===== src/rtl/afc_freq_comparator.sv =====
`default_nettype none
// ============================================================================
// Module   : afc_freq_comparator
// Brief    : Counts divided-VCO edges over a reference window and classifies
//            the count against target +/- tolerance as SLOW / FAST / FREEZE.
// Revision : 1.0 - initial release
// ============================================================================
module afc_freq_comparator #(
    parameter int CNT_W         = 8,
    parameter int SETTLE_CYCLES = 32,
    parameter int WIN_CYCLES    = 128
) (
    input  logic             clk,
    input  logic             rst,
    input  logic             vco_div,
    input  logic             start,
    input  logic             change,
    input  logic [CNT_W-1:0] target_cnt,
    input  logic [CNT_W-1:0] tol_cnt,
    output logic [2:0]       comp_out,
    output logic             done,
    output logic             busy
);

    localparam int c_settle_w = $clog2(SETTLE_CYCLES + 1);
    localparam int c_win_w    = $clog2(WIN_CYCLES + 1);

    localparam logic [c_settle_w-1:0] c_settle_last = c_settle_w'(SETTLE_CYCLES - 1);
    localparam logic [c_settle_w-1:0] c_settle_one  = c_settle_w'(1);
    localparam logic [c_win_w-1:0]    c_win_last    = c_win_w'(WIN_CYCLES - 1);
    localparam logic [c_win_w-1:0]    c_win_one     = c_win_w'(1);
    localparam logic [CNT_W-1:0]      c_cnt_max     = {CNT_W{1'b1}};
    localparam logic [CNT_W-1:0]      c_cnt_one     = CNT_W'(1);
    localparam logic [CNT_W:0]        c_cnt_max_x   = {1'b0, {CNT_W{1'b1}}};

    localparam logic [2:0] c_slow   = 3'b100;
    localparam logic [2:0] c_fast   = 3'b010;
    localparam logic [2:0] c_freeze = 3'b001;

    typedef enum logic [1:0] {
        S_IDLE    = 2'd0,
        S_SETTLE  = 2'd1,
        S_MEASURE = 2'd2,
        S_REPORT  = 2'd3
    } state_t;

    state_t r_state;
    state_t w_state_next;

    logic                  r_vco_s1;
    logic                  r_vco_s2;
    logic                  r_vco_s3;
    logic                  w_edge;
    logic [c_settle_w-1:0] r_settle_cnt;
    logic [c_win_w-1:0]    r_win_cnt;
    logic [CNT_W-1:0]      r_edge_cnt;
    logic [CNT_W-1:0]      w_edge_cnt_inc;
    logic                  w_settle_last;
    logic                  w_win_last;
    logic [2:0]            r_comp_out;
    logic                  r_done;

    logic [CNT_W:0]        w_target_x;
    logic [CNT_W:0]        w_tol_x;
    logic [CNT_W:0]        w_cnt_x;
    logic [CNT_W:0]        w_sum_x;
    logic [CNT_W:0]        w_lower_x;
    logic [CNT_W:0]        w_upper_x;
    logic [2:0]            w_result;

    // vco_div is asynchronous: two flops to resolve metastability, a third
    // to detect the rising edge.
    always_ff @(posedge clk) begin
        if (rst) begin
            r_vco_s1 <= 1'b0;
            r_vco_s2 <= 1'b0;
            r_vco_s3 <= 1'b0;
        end else begin
            r_vco_s1 <= vco_div;
            r_vco_s2 <= r_vco_s1;
            r_vco_s3 <= r_vco_s2;
        end
    end

    assign w_edge         = r_vco_s2 & ~r_vco_s3;
    assign w_settle_last  = (r_settle_cnt == c_settle_last);
    assign w_win_last     = (r_win_cnt == c_win_last);
    assign w_edge_cnt_inc = (w_edge && (r_edge_cnt != c_cnt_max)) ? (r_edge_cnt + c_cnt_one)
                                                                   : r_edge_cnt;

    // Bounds are formed one bit wider so target+tol cannot overflow and
    // target-tol can be clamped at zero instead of wrapping.
    assign w_target_x = {1'b0, target_cnt};
    assign w_tol_x    = {1'b0, tol_cnt};
    assign w_cnt_x    = {1'b0, r_edge_cnt};
    assign w_sum_x    = w_target_x + w_tol_x;
    assign w_lower_x  = (target_cnt >= tol_cnt) ? (w_target_x - w_tol_x) : '0;
    assign w_upper_x  = (w_sum_x > c_cnt_max_x) ? c_cnt_max_x : w_sum_x;

    always_comb begin
        w_result = c_freeze;
        if (w_cnt_x < w_lower_x) begin
            w_result = c_slow;
        end else if (w_cnt_x > w_upper_x) begin
            w_result = c_fast;
        end
    end

    always_ff @(posedge clk) begin
        if (rst) begin
            r_state <= S_IDLE;
        end else begin
            r_state <= w_state_next;
        end
    end

    always_comb begin
        w_state_next = r_state;
        case (r_state)
            S_IDLE: begin
                if (start) begin
                    w_state_next = S_SETTLE;
                end
            end
            S_SETTLE: begin
                if (change) begin
                    w_state_next = S_SETTLE;
                end else if (w_settle_last) begin
                    w_state_next = S_MEASURE;
                end
            end
            S_MEASURE: begin
                if (change) begin
                    w_state_next = S_SETTLE;
                end else if (w_win_last) begin
                    w_state_next = S_REPORT;
                end
            end
            S_REPORT: begin
                w_state_next = (w_result == c_freeze) ? S_IDLE : S_SETTLE;
            end
            default: begin
                w_state_next = S_IDLE;
            end
        endcase
    end

    // Counters run only in their own state and clear everywhere else, so a
    // band change simply drops them back to zero.
    always_ff @(posedge clk) begin
        if (rst) begin
            r_settle_cnt <= '0;
            r_win_cnt    <= '0;
            r_edge_cnt   <= '0;
            r_done       <= 1'b0;
            r_comp_out   <= 3'b000;
        end else begin
            if ((r_state == S_SETTLE) && !change && !w_settle_last) begin
                r_settle_cnt <= r_settle_cnt + c_settle_one;
            end else begin
                r_settle_cnt <= '0;
            end

            if ((r_state == S_MEASURE) && !change && !w_win_last) begin
                r_win_cnt <= r_win_cnt + c_win_one;
            end else begin
                r_win_cnt <= '0;
            end

            if ((r_state == S_MEASURE) && !change) begin
                r_edge_cnt <= w_edge_cnt_inc;
            end else begin
                r_edge_cnt <= '0;
            end

            r_done <= (r_state == S_REPORT);
            if (r_state == S_REPORT) begin
                r_comp_out <= w_result;
            end
        end
    end

    assign comp_out = r_comp_out;
    assign done     = r_done;
    assign busy     = (r_state != S_IDLE);

endmodule
`default_nettype wire


===== config.mk =====
export PLATFORM = sky130hd
export DESIGN_NAME = afc_freq_comparator
export DESIGN_NICKNAME = d
export VERILOG_FILES = /design/src/rtl/afc_freq_comparator.sv
export SDC_FILE = /design/constraint.sdc
export NUM_CORES = 1
export LEC_CHECK = 0
export BUFFER_PORTS_ARGS = -buffer_cell sky130_fd_sc_hd__buf_2
export CORE_ASPECT_RATIO = 1.25
export CORE_MARGIN = 4
export CORE_UTILIZATION = 39
export CTS_CLUSTER_DIAMETER = 50
export DETAILED_ROUTE_END_ITERATION = 8
export GPL_TIMING_DRIVEN = 0
export SLEW_MARGIN = 30
export SYNTH_ARGS = -nofsm -noshare
export SYNTH_HDL_FRONTEND = slang
export SYNTH_SLANG_ARGS = --single-unit
export TNS_END_PERCENT = 1

===== constraint.sdc =====
create_clock -name clk -period 4 [get_ports clk]
set_input_delay 0.6 -clock clk [delete_from_list [all_inputs] [get_ports clk]]
set_output_delay 0.6 -clock clk [all_outputs]
set_load 0.02 [all_outputs]

== Word level (Yosys, flattened, before mapping) ==
Index checks and enable logic that the tools add are counted.

* Bits in registers: 31
* Word-level logic and storage cells: 58
* Output and inout port bits: 5
* Input bits: 21

* Reductions and logical operators: 14
* Bitwise gates (word level): 5
* Multiplexer cells: 11
* Order comparisons: 4
* Equality and inequality tests: 10
* Add/sub/neg operators: 5

{| class="wikitable"
|+ Operators with widths
! cell !! count
|-
| 9-bit 2-to-1 mux || 2
|-
| 8-bit by 1-bit adder with 8-bit output (second input constant) || 2
|-
| 2-bit 2-to-1 mux || 6
|-
| 8-bit by 8-bit adder with 9-bit output || 1
|-
| 8-bit by 9-bit > comparator with 1-bit output || 1
|-
| 9-bit by 8-bit > comparator with 1-bit output (second input constant) || 1
|-
| 8-bit by 9-bit less-than comparator with 1-bit output || 1
|-
| 8-bit by 8-bit subtractor with 9-bit output || 1
|-
| 8-bit by 7-bit equality test with 1-bit output (second input constant) || 1
|-
| 8-bit >= comparator || 1
|-
| 8-bit != test (second input constant) || 1
|-
| 2-bit case mux with 4 select lines || 1
|-
| 6-bit by 1-bit adder with 6-bit output (second input constant) || 1
|-
| 6-bit by 5-bit equality test with 1-bit output (second input constant) || 1
|-
| 3-bit != test (second input constant) || 2
|-
| 2-bit OR reduction || 3
|-
| 1-bit logical AND || 5
|-
| 2-bit equality test (second input constant) || 2
|-
| 1-bit NOT || 4
|-
| 3-bit by 1-bit equality test with 1-bit output (second input constant) || 1
|-
| 1-bit zero test || 3
|-
| 3-bit 2-to-1 mux || 1
|-
| 3-bit AND reduction || 1
|-
| 2-bit by 1-bit equality test with 1-bit output (second input constant) || 1
|-
| other kinds (5) || 5
|}

== Logic depth before layout (Yosys ltp) ==
Gate-level depths: netlist (run 1).

* Word-level depth: 9
* Depth in mapped cells: 17
* Depth with buffers taken out: 17

== Least setup slack after synthesis (run 1) ==
No wires, ideal clock.

* Path type: input-to-reg
* Start: input target_cnt[0]
* End: register r_comp_out[1], in the netlist comp_out[1]
* Required time: 3.883 ns
* Setup time: 0.117 ns
* Arrival: 3.171 ns
* Setup slack: 0.712 ns
* Buffers on the path: 0
* Stages on the path: 15
* Cells stage by stage: ha_1 fa_1 nand2b_1 a21oi_1 o21ba_2 o311ai_1 a21oi_2 a21oi_1 ha_1 a21o_1 a21oi_1 o211ai_1 nand2_1 nor2_1 a32o_1

* Cells in the longest elaborated chain, start to end: 6
* Elaborated cells between the ends (all ways): 10
* Classes of those cells: add/sub (2); order compare (4); mux (4)

{| class="wikitable"
|+ Ends and longest elaborated chain
! item !! RTL line !! text
|-
| from (decl) || 18 || <nowiki>input logic [CNT_W-1:0] target_cnt,</nowiki>
|-
| 8-bit by 8-bit adder with 9-bit output || 96 || <nowiki>assign w_sum_x = w_target_x + w_tol_x;</nowiki>
|-
| 9-bit by 8-bit > comparator with 1-bit output || 98 || <nowiki>assign w_upper_x = (w_sum_x > c_cnt_max_x) ? c_cnt_max_x : w_sum_x;</nowiki>
|-
| 9-bit 2-to-1 mux || 98 ||
|-
| 8-bit by 9-bit > comparator with 1-bit output || 104 || <nowiki>end else if (w_cnt_x > w_upper_x) begin</nowiki>
|-
| 2-bit 2-to-1 mux || 104 ||
|-
| 3-bit 2-to-1 mux * || 102 || <nowiki>if (w_cnt_x < w_lower_x) begin</nowiki>
|-
| to (signal assigned) || 178 || <nowiki>r_comp_out <= w_result;</nowiki>
|-
| to (decl) || 60 || <nowiki>logic [2:0] r_comp_out;</nowiki>
|}

Every way passes the cells marked *; elsewhere a longest branch is shown, timed or not.
A chain may end at the register's enable or synchronous reset.

== Final worst setup path (run 1) ==
Ends and elaborated chain as after synthesis.

==> results of run 1 <==
## cell usage after synthesis (4+ instances only)
cell type and count:
xor2_1 14, a21o_1 4, nor3_1 5, clkbuf_1 6, nand3_1 14, nor2_1 40, o21ai_0 4, dfxtp_1 31
xnor2_1 10, nand2b_1 6, a21oi_1 20, nand2_1 17, nor2b_1 8, inv_1 21, ha_1 34
## metrics by stage
stage | power (µW) | area (µm²) | std cells | util, % | worst slack [ns]
after floorplan | 463 | 2330 | 281 | - | 0.712
after global placement | 507 | 2530 | 371 | 43.6 | 0.146
after detailed placement | 509 | 2530 | 371 | 43.6 | 0.152
after CTS | 742 | 2620 | 379 | 45.0 | 0.438
after global routing | 785 | 2620 | 379 | 45.0 | 0.259
final | 733 | 2620 | 379 | 45.0 | 0.461
## routing by layer
layer | routed length, µm | global-route usage [%]
met5 | 0 | 0
met4 | 74 | 4.90
met3 | 104 | 2.00
met2 | 2350 | 24.6
met1 | 2080 | 16.2
## sequential cells by signal, indices dropped and copies added (netlist names)
signal and flops:
r_vco_s2 1, comp_out 3, r_edge_cnt 8, done 1, r_state 2, r_settle_cnt 6, r_win_cnt 8, r_vco_s1 1
r_vco_s3 1
## worst reg2reg max path, cell delays in order, from the launching register on
cell,delay (ns)
dfxtp_1,0.37
ha_1,0.21
and2_1,0.19
a41oi_2,0.34
and4_1,0.33
nand3_1,0.11
xor2_1,0.16
nor2_1,0.05
## kinds of logic after synthesis
kind of cell,after synthesis,synth area share (%)
simple gates,108,22.6
compound gates,51,16.1
fa+ha+maj,36,20.0
flops,31,26.6
buf+inv,30,5.26
xor+xnor,24,9.01
mux,1,0.429
## worst max path at each step
stage	endpoint	depth (start not counted)	slack, ns
after CTS	comp_out[1]	16	0.44
final	comp_out[1]	16	0.46
after global routing	comp_out[1]	16	0.26
after global placement	comp_out[1]	16	0.15
after detailed placement	comp_out[1]	16	0.15
after floorplan	comp_out[1]	15	0.71
## area by class of cell
| cell class | count | share of cell area, % |
|---|---|---|
| Buffer | 9 | 1.67 |
| Clock buffer | 7 | 2.92 |
| Clock inverter | 1 | 0.191 |
| Inverter | 21 | 3.01 |
| Multi-Input combinational cell | 220 | 60.7 |
| Sequential cell | 31 | 23.7 |
| Tap cell | 66 | 3.16 |
| Timing Repair Buffer | 24 | 4.59 |
## power groups by stage
stage / Sequential, µW / Clock (µW) / Combinational [µW]
2_1_floorplan: 322 / 0 / 141
3_3_place_gp: 321 / 0 / 186
3_5_place_dp: 321 / 0 / 187
4_1_cts: 315 / 239 / 188
5_1_grt: 315 / 257 / 214
6_report: 315 / 233 / 186
==> metrics.cfg, run 1 <==
[timing]
max-slew-margin-rel_pct=65.3
period_minus_slack_ns=3.54
setup_viol=0
slew_violations=0
fmax_mhz=283
hold_viol=0
hold_slack_ns=0.437
rsz0062_at_grt=no
tightestPinTransition_ns=0.514
fin_skew_ns=0.00570
period_share_pct=88.5
fin_setup_tns_ns=0

[worst_setup_path]
cp_top_family=compound AO/OA/AOI/OAI gates
cp.buffers_inverters=1
r2r-start=r_edge_cnt[1]
crit_path_frequent_cell=a21oi_1
end_kind=register
crit_path_start=target_cnt[0]
cp-start-kind=primary input
cp_max_fo=8
worstSetupPathType=in2reg
cpMaxStageDelayCell=fa_1
r2r_slack_ns=2.11
cp_data_required_time_ns=4.18
max_stage_delay_ns=0.38
cp_cell_sequence=buf_2 -> ha_1 -> fa_1 -> nand2b_1 -> a21oi_1 -> o21ba_2 -> o311ai_1 -> a21oi_2 -> a21oi_1 -> ha_1 -> a21o_1 -> a21oi_1 -> o211ai_1 -> nand2_1 -> nor2_1 -> a32o_1
arrival_ns=3.72
reg2reg_depth=7
r2r-end=r_edge_cnt[5]

[floorplanning]
fp.coreArea_um2=5820
die_h_um=94.5
boundaryPins=26
fp-row-count=31
start_util_pct=40.1
die_x_um=77.2
die_area_um2=7290

[routing]
drt-total-wl_mm=4.62
antenna_left=0
drc=0
post_drt_via_cell_ratio=5.04
dr_total_vias=1911
post_drt_wl_per_cell_um=12.2
drt_iter0_drc=27
drt_first_pass_iters=4

[grt]
gr-usage-all-layers_pct=13.5
grt-ovfl-total=0
antenna_found_initial=0
grt_pass1_wl_mm=8.11
grt_start_max_net_pins=11
grt_pass1_vias=1844

[clock_network]
clock_sinks=31
clk_pin_slew_ns=0.06
cts_tree=done
cts_resized=0
cts.htree.levels=2
clk_latency_ns=0.28
clock_path_buffers=2
numCtsBuffers=5
cts_root_buf=clkbuf_8
cts_hold_buf=0
cts_setup_buffers=0

[job]
drv_cap=0

[synthesis]
yosysWarnings=0
synth-edff-count=0
synth_area_um2=2330
async_flop_share_pct=0
ys_seq_elements=31
ys_types=53
synth_top_area_share_pct=26.6
syn-num-nets=338
syn_inst=281
syn_avg_cell_area_um2=8.30
ys_top_cells_by_area=dfxtp_1 (27%), ha_1 (18%), nor2_1 (6.4%)
seq_area_frac_synth_pct=26.6
synth_area_leader_cell=dfxtp_1
synth_ff_type=dfxtp_1

[power]
comb_power_share_pct=25.4
p_clk_share_pct=31.7
cellInternalPower_uw=514
p_leak_uw=0.00116
p_sw_uw=219
powerDensity_nw_per_um2=280
sw_frac_of_total_pct=29.9
peakVddDrop_v=0.000261
power_frac_seq_pct=42.9

[layout]
num_antenna_cells=0
multi_input_area_um2=1590
drive_gt1_share_pct=13.7
final.fill_count=603
final_common_cell=nor2_1
seq_area_um2=621
final_cell_mix=nor2_1 (40), ha_1 (34), dfxtp_1 (31), buf_2 (25), inv_1 (21)
syn_to_final_growth_pct=12.2
nNetsFinal=369

[hold_path]
min_to=r_settle_cnt[0]
holdPathStages=1
min_path_type=reg2reg
hp-start=r_settle_cnt[0]

[placement]
hpwl_mm=3.62
portBuffers=24
routabilityCongestion=0.819

[status]
outcome=complete, no violations

Power figures use the tool's default switching activity.
==> inputs of run 2 (changes only) <==
--- a/config.mk
+++ b/config.mk
@@ -12,6 +12,7 @@
 export CTS_CLUSTER_DIAMETER = 50
 export DETAILED_ROUTE_END_ITERATION = 8
 export GPL_TIMING_DRIVEN = 0
+export RECOVER_POWER = 50
 export SLEW_MARGIN = 30
 export SYNTH_ARGS = -nofsm -noshare
 export SYNTH_HDL_FRONTEND = slang
==> run 2 against run 1 <==
Compared with the run above: clock skew fell by 0.0011 ns; sequential share of layout area increased by 0.11 points; via count up 0.10%; die area did not move; sequential power about the same; register-to-register slack worse by 0.23 ns; combinational power about the same; core utilization decreased by 0.21 points; critical endpoint unchanged; largest power group unchanged.
==> metrics.cfg, run 2 (same netlist as run 1, synthesis figures left out) <==
[timing]
tightestPinTransition_ns=0.559  ; +0.0454 ns
rsz0062_at_grt=no
hold_viol=0  ; unchanged
fmax_mhz=283  ; +0.26%
period_minus_slack_ns=3.53  ; -0.00911 ns
fin_skew_ns=0.00463  ; -0.00108 ns
hold_slack_ns=0.437  ; unchanged
period_share_pct=88.2  ; -0.23 points
setup_viol=0  ; unchanged
slew_violations=0  ; unchanged
max-slew-margin-rel_pct=62.2  ; -3.1 points
fin_setup_tns_ns=0  ; unchanged
fin_ws_ns=0.470  ; +0.00911 ns

[clock_network]
cts_resized=0  ; unchanged
cts_hold_buf=0  ; unchanged
cts.htree.levels=2  ; unchanged
cts_setup_buffers=0  ; unchanged
clock_path_buffers=2  ; unchanged
clk_latency_ns=0.28  ; about the same
numCtsBuffers=5  ; unchanged
cts_tree=done
cts_root_buf=clkbuf_8
clock_sinks=31  ; unchanged
clk_pin_slew_ns=0.06  ; about the same

[layout]
syn_to_final_growth_pct=11.6
multi_input_area_um2=1580  ; -0.47%
reg_top3=r_edge_cnt: 8 flops, r_win_cnt: 8 flops, r_settle_cnt: 6 flops
num_antenna_cells=0  ; unchanged
final.fill_count=601  ; -0.33%
final_common_cell=nor2_1
final_core_util_pct=44.8  ; -0.21 points
nNetsFinal=369  ; unchanged
drive_gt1_share_pct=12.1  ; -1.6 points
final_cell_mix=nor2_1 (40), ha_1 (34), dfxtp_1 (31), inv_1 (21), buf_2 (21)
seq_area_um2=621  ; unchanged

[worst_setup_path]
cp_data_required_time_ns=4.17  ; about the same
r2r-start=r_edge_cnt[0]
cp-start-kind=primary input
cpMaxStageDelayCell=fa_1
cp_cell_sequence=buf_2 -> ha_1 -> fa_1 -> nand2b_1 -> a21oi_1 -> o21ba_2 -> o311ai_1 -> a21oi_2 -> a21oi_1 -> ha_1 -> a21o_1 -> a21oi_1 -> o211ai_1 -> nand2_1 -> nor2_1 -> a32o_1
crit_path_frequent_cell=a21oi_1
arrival_ns=3.70  ; -0.02 ns
r2r-end=r_edge_cnt[5]
max_stage_delay_ns=0.38  ; about the same
cp_top_family=compound AO/OA/AOI/OAI gates
reg2reg_depth=7  ; unchanged
worstSetupPathType=in2reg
end_kind=register
r2r_slack_ns=1.88  ; -0.23 ns
cp.buffers_inverters=1  ; unchanged
cp_max_fo=8  ; unchanged

[placement]
routabilityCongestion=0.819  ; unchanged
portBuffers=24  ; unchanged
dp_slack_ns=0.152  ; unchanged
hpwl_mm=3.62  ; unchanged

[power]
powerDensity_nw_per_um2=281  ; +0.11%
comb_power_share_pct=25.4  ; about the same
peakVddDrop_v=0.000261  ; about the same
sw_frac_of_total_pct=29.6  ; -0.22 points
p_sw_uw=217  ; -1.1%
power_frac_seq_pct=43.1  ; +0.2 points
p_leak_uw=0.00115  ; -1.6%
cellInternalPower_uw=514  ; about the same
p_clk_share_pct=31.5  ; -0.2 points

[routing]
antenna_left=0  ; unchanged
drt_iter0_drc=30  ; +11%
drc=0  ; unchanged
drt-total-wl_mm=4.61  ; -0.13%
drt_first_pass_iters=4  ; unchanged
dr_total_vias=1913  ; +0.10%
post_drt_via_cell_ratio=5.05  ; +0.10%
post_drt_wl_per_cell_um=12.2  ; -0.13%

[hold_path]
holdPathStages=1  ; unchanged
hp-start=r_settle_cnt[0]
min_path_type=reg2reg
min_to=r_settle_cnt[0]

[floorplanning]
fp-row-count=31  ; unchanged
die_area_um2=7290  ; unchanged
boundaryPins=26  ; unchanged
die_x_um=77.2  ; unchanged
die_h_um=94.5  ; unchanged
fp.coreArea_um2=5820  ; unchanged
start_util_pct=40.1  ; unchanged

[grt]
grt_start_max_net_pins=11  ; unchanged
grt_pass1_wl_mm=8.11  ; unchanged
grt_pass1_vias=1844  ; unchanged
gr-usage-all-layers_pct=13.5  ; unchanged
antenna_found_initial=0  ; unchanged
grt-ovfl-total=0  ; unchanged

[job]
drv_cap=0  ; unchanged

[status]
outcome=complete, no violations

-- run 2: cell types whose count changed in the layout (fill, tap and decap cells not counted) --
| cell | previous run | this run |
|---|---|---|
| buf_2 | 25 | 21 |
| a41oi_2 | 1 | 0 |
| clkbuf_1 | 8 | 12 |
| and2_1 | 1 | 0 |
| and2_0 | 0 | 1 |
| a41oi_1 | 0 | 1 |
-- run 2: power groups by stage --
stage	registers, µW	clock network, µW	logic, µW
finish	315	230	186
floorplan	322	0	141
detailed placement	321	0	187
global placement	321	0	186
CTS	315	239	188
global route	315	257	213
-- run 2: per-stage QoR --
stage / total power [µW] / area, µm² / instances
floorplan: 463 / 2330 / 281
global placement: 507 / 2530 / 371
detailed placement: 509 / 2530 / 371
CTS: 742 / 2620 / 379
global route: 785 / 2600 / 379
finish: 731 / 2600 / 379
-- run 2: worst register-to-register path: cells and delay by family, from the launching register on --
kind	cells	cell delay (ns)
adder cells (fa/ha/maj)	1	0.23
AND/OR/NAND/NOR	4	0.72
AO/OA/AOI/OAI	1	0.53
flip-flops	1	0.36
XOR/XNOR	1	0.17
-- run 2: cell type report --
type	count	area share [%]
Buffer	9	1.68
Inverter	21	3.03
Sequential cell	31	23.8
Multi-Input combinational cell	220	60.7
Clock buffer	7	2.93
Clock inverter	1	0.192
Tap cell	66	3.17
Timing Repair Buffer	24	4.42
-- run 2: worst max-delay path by stage --
stage | start | cells past startpoint | to | slack (ns)
floorplan | target_cnt[0] | 15 | comp_out[1] | 0.71
global placement | target_cnt[0] | 16 | comp_out[1] | 0.15
detailed placement | target_cnt[0] | 16 | comp_out[1] | 0.15
CTS | target_cnt[0] | 16 | comp_out[1] | 0.44
global route | target_cnt[0] | 16 | comp_out[1] | 0.26
finish | target_cnt[0] | 16 | comp_out[1] | 0.47
-- run 2: routing by layer --
metal / up-vias / share of wire, % / GRT usage [%] / wire, µm
li1: 1024 / - / - / -
met1: 862 / 45 / 16.2 / 2070
met2: 21 / 51 / 24.6 / 2370
met3: 6 / 2.2 / 2.00 / 100
met4: 0 / 1.6 / 4.90 / 74
met5: - / 0 / 0 / 0
==> inputs of run 3 (changes only) <==
--- a/config.mk
+++ b/config.mk
@@ -6,7 +6,6 @@
 export NUM_CORES = 1
 export LEC_CHECK = 0
 export BUFFER_PORTS_ARGS = -buffer_cell sky130_fd_sc_hd__buf_2
-export CORE_ASPECT_RATIO = 1.25
 export CORE_MARGIN = 4
 export CORE_UTILIZATION = 39
 export CTS_CLUSTER_DIAMETER = 50
==> run 3 against run 2 <==
Compared with the run above: cell count is 1.6% higher; clock skew hardly changed; total power is 4.7% higher; cell area is 1.0% higher; register-to-register slack better by 0.10 ns; combinational power hardly changed; wire length is 2.8% lower; flip-flop and latch count stayed put; die area is 0.11% lower.
==> metrics.cfg, run 3 (same netlist as run 1, synthesis figures left out) <==
[status]
outcome=complete, no violations

[clock_network]
cts_resized=0  ; unchanged
cts_hold_buf=0  ; unchanged
cts_root_buf=clkbuf_8
numCtsBuffers=5  ; unchanged
cts.htree.levels=2  ; unchanged
cts_setup_buffers=0  ; unchanged
clock_path_buffers=2  ; unchanged
cts_tree=done
clk_pin_slew_ns=0.06  ; about the same
clk_latency_ns=0.28  ; about the same
clock_sinks=31  ; unchanged

[grt]
grt_start_max_net_pins=11  ; unchanged
grt-ovfl-total=0  ; unchanged
grt_pass1_wl_mm=7.95  ; -2.0%
grt_pass1_vias=1903  ; +3.2%
antenna_found_initial=0  ; unchanged
gr-usage-all-layers_pct=13.1  ; -0.46 points

[timing]
rsz0062_at_grt=no
period_share_pct=87.8  ; -0.40 points
fmax_mhz=285  ; +0.45%
hold_viol=0  ; unchanged
fin_setup_tns_ns=0  ; unchanged
fin_skew_ns=0.00422  ; -0.000411 ns
period_minus_slack_ns=3.51  ; -0.0158 ns
setup_viol=0  ; unchanged
slew_violations=0  ; unchanged
tightestPinTransition_ns=0.579  ; +0.0198 ns
max-slew-margin-rel_pct=60.9  ; -1.3 points

[power]
powerDensity_nw_per_um2=291  ; +3.7%
p_leak_uw=0.00116  ; +0.90%
power.total_uw=765  ; +4.7%
peakVddDrop_v=0.000220  ; -16%

[layout]
final-instance-count-excl-fill=385  ; +1.6%
drive_gt1_share_pct=12.5  ; +0.32 points
final_cell_mix=nor2_1 (40), ha_1 (34), dfxtp_1 (31), inv_1 (21), buf_2 (21)
nNetsFinal=369  ; unchanged
num_antenna_cells=0  ; unchanged
final_core_util_pct=46.6  ; +1.9 points
syn_to_final_growth_pct=12.8
reg_top3=r_edge_cnt: 8 flops, r_win_cnt: 8 flops, r_settle_cnt: 6 flops
final_common_cell=nor2_1
design_area_um2=2630  ; +1.0%

[routing]
drt_first_pass_iters=4  ; unchanged
antenna_left=0  ; unchanged
drc=0  ; unchanged
post_drt_wl_per_cell_um=11.6  ; -4.4%
post_drt_via_cell_ratio=4.93  ; -2.3%
drt_iter0_drc=42  ; +40%
drt-total-wl_mm=4.48  ; -2.8%
dr_total_vias=1899  ; -0.73%

[floorplanning]
fp-row-count=27  ; -13%
start_util_pct=41.3  ; +1.3 points
boundaryPins=26  ; unchanged
die_x_um=85.3  ; +11%
die_h_um=85.3  ; -9.7%
die_area_um2=7280  ; -0.11%
fp.coreArea_um2=5640  ; -3.0%

[worst_setup_path]
cp-start-kind=primary input
worstSetupPathType=in2reg
cp_data_required_time_ns=4.17  ; about the same
cp_top_family=compound AO/OA/AOI/OAI gates
cp.buffers_inverters=1  ; unchanged
arrival_ns=3.69  ; about the same
crit_path_frequent_cell=a21oi_1
cpMaxStageDelayCell=fa_1
cp_max_fo=8  ; unchanged
max_stage_delay_ns=0.38  ; about the same
end_kind=register
cp_cell_sequence=buf_2 -> ha_1 -> fa_1 -> nand2b_1 -> a21oi_1 -> o21ba_2 -> o311ai_1 -> a21oi_2 -> a21oi_1 -> ha_1 -> a21o_1 -> a21oi_1 -> o211ai_1 -> nand2_1 -> nor2_1 -> a32o_1

[placement]
routabilityCongestion=0.788  ; -3.7%
place_inst=377  ; +1.6%
portBuffers=24  ; unchanged
hpwl_mm=3.58  ; -1.2%
place_area_um2=2540  ; +0.30%

[job]
drv_cap=0  ; unchanged

[hold_path]
min_path_type=reg2reg

[run 3: cell count changes in the layout (fill, tap and decap cells not counted), sizes merged]
cell	change
clkinv	-1
clkbuf	+1
[run 3: layout make-up]
cell class / count / area (µm²)
buffer: 9 / 43.8
clock buffer: 8 / 100
fill: 560 / 3010
inverter: 21 / 78.8
multi-input combinational: 220 / 1580
sequential: 31 / 621
tap: 72 / 90.1
timing repair buffer: 24 / 115
[run 3: routing by layer]
| layer | routed length, µm | share of wire, % | up-vias | global-route usage, % |
|---|---|---|---|---|
| met5 | 0 | 0 | - | 0 |
| met4 | 72 | 1.6 | 0 | 4.75 |
| met3 | 137 | 3.1 | 8 | 2.91 |
| met2 | 2150 | 48 | 21 | 22.4 |
| met1 | 2120 | 47 | 845 | 16.0 |
| li1 | - | - | 1025 | - |
[run 3: final timing paths]
kind	startpoint	endpoint	slack, ns	depth (start not counted)
setup / recovery	target_cnt[0]	comp_out[1]	0.49	16
hold / removal	r_vco_s1	r_vco_s2	0.45	1
setup reg to reg	r_edge_cnt[0]	r_edge_cnt[7]	1.98	7
hold reg to reg	r_vco_s1	r_vco_s2	0.45	1
[run 3: per-stage QoR]
stage | setup WS (ns) | hold slack [ns]
2_1_floorplan | 0.712 | 0.413
3_3_place_gp | 0.177 | 0.419
3_5_place_dp | 0.170 | 0.435
4_1_cts | 0.471 | 0.451
5_1_grt | 0.283 | 0.466
6_report | 0.486 | 0.446
[run 3: where the power goes]
part	total, µW	switching (µW)	internal [µW]	leakage [µW]
Combinational	187	108	79.4	0.000853
Clock	263	107	157	0.0000515
Sequential	315	1.54	313	0.000251
Total	765	216	549	0.00116
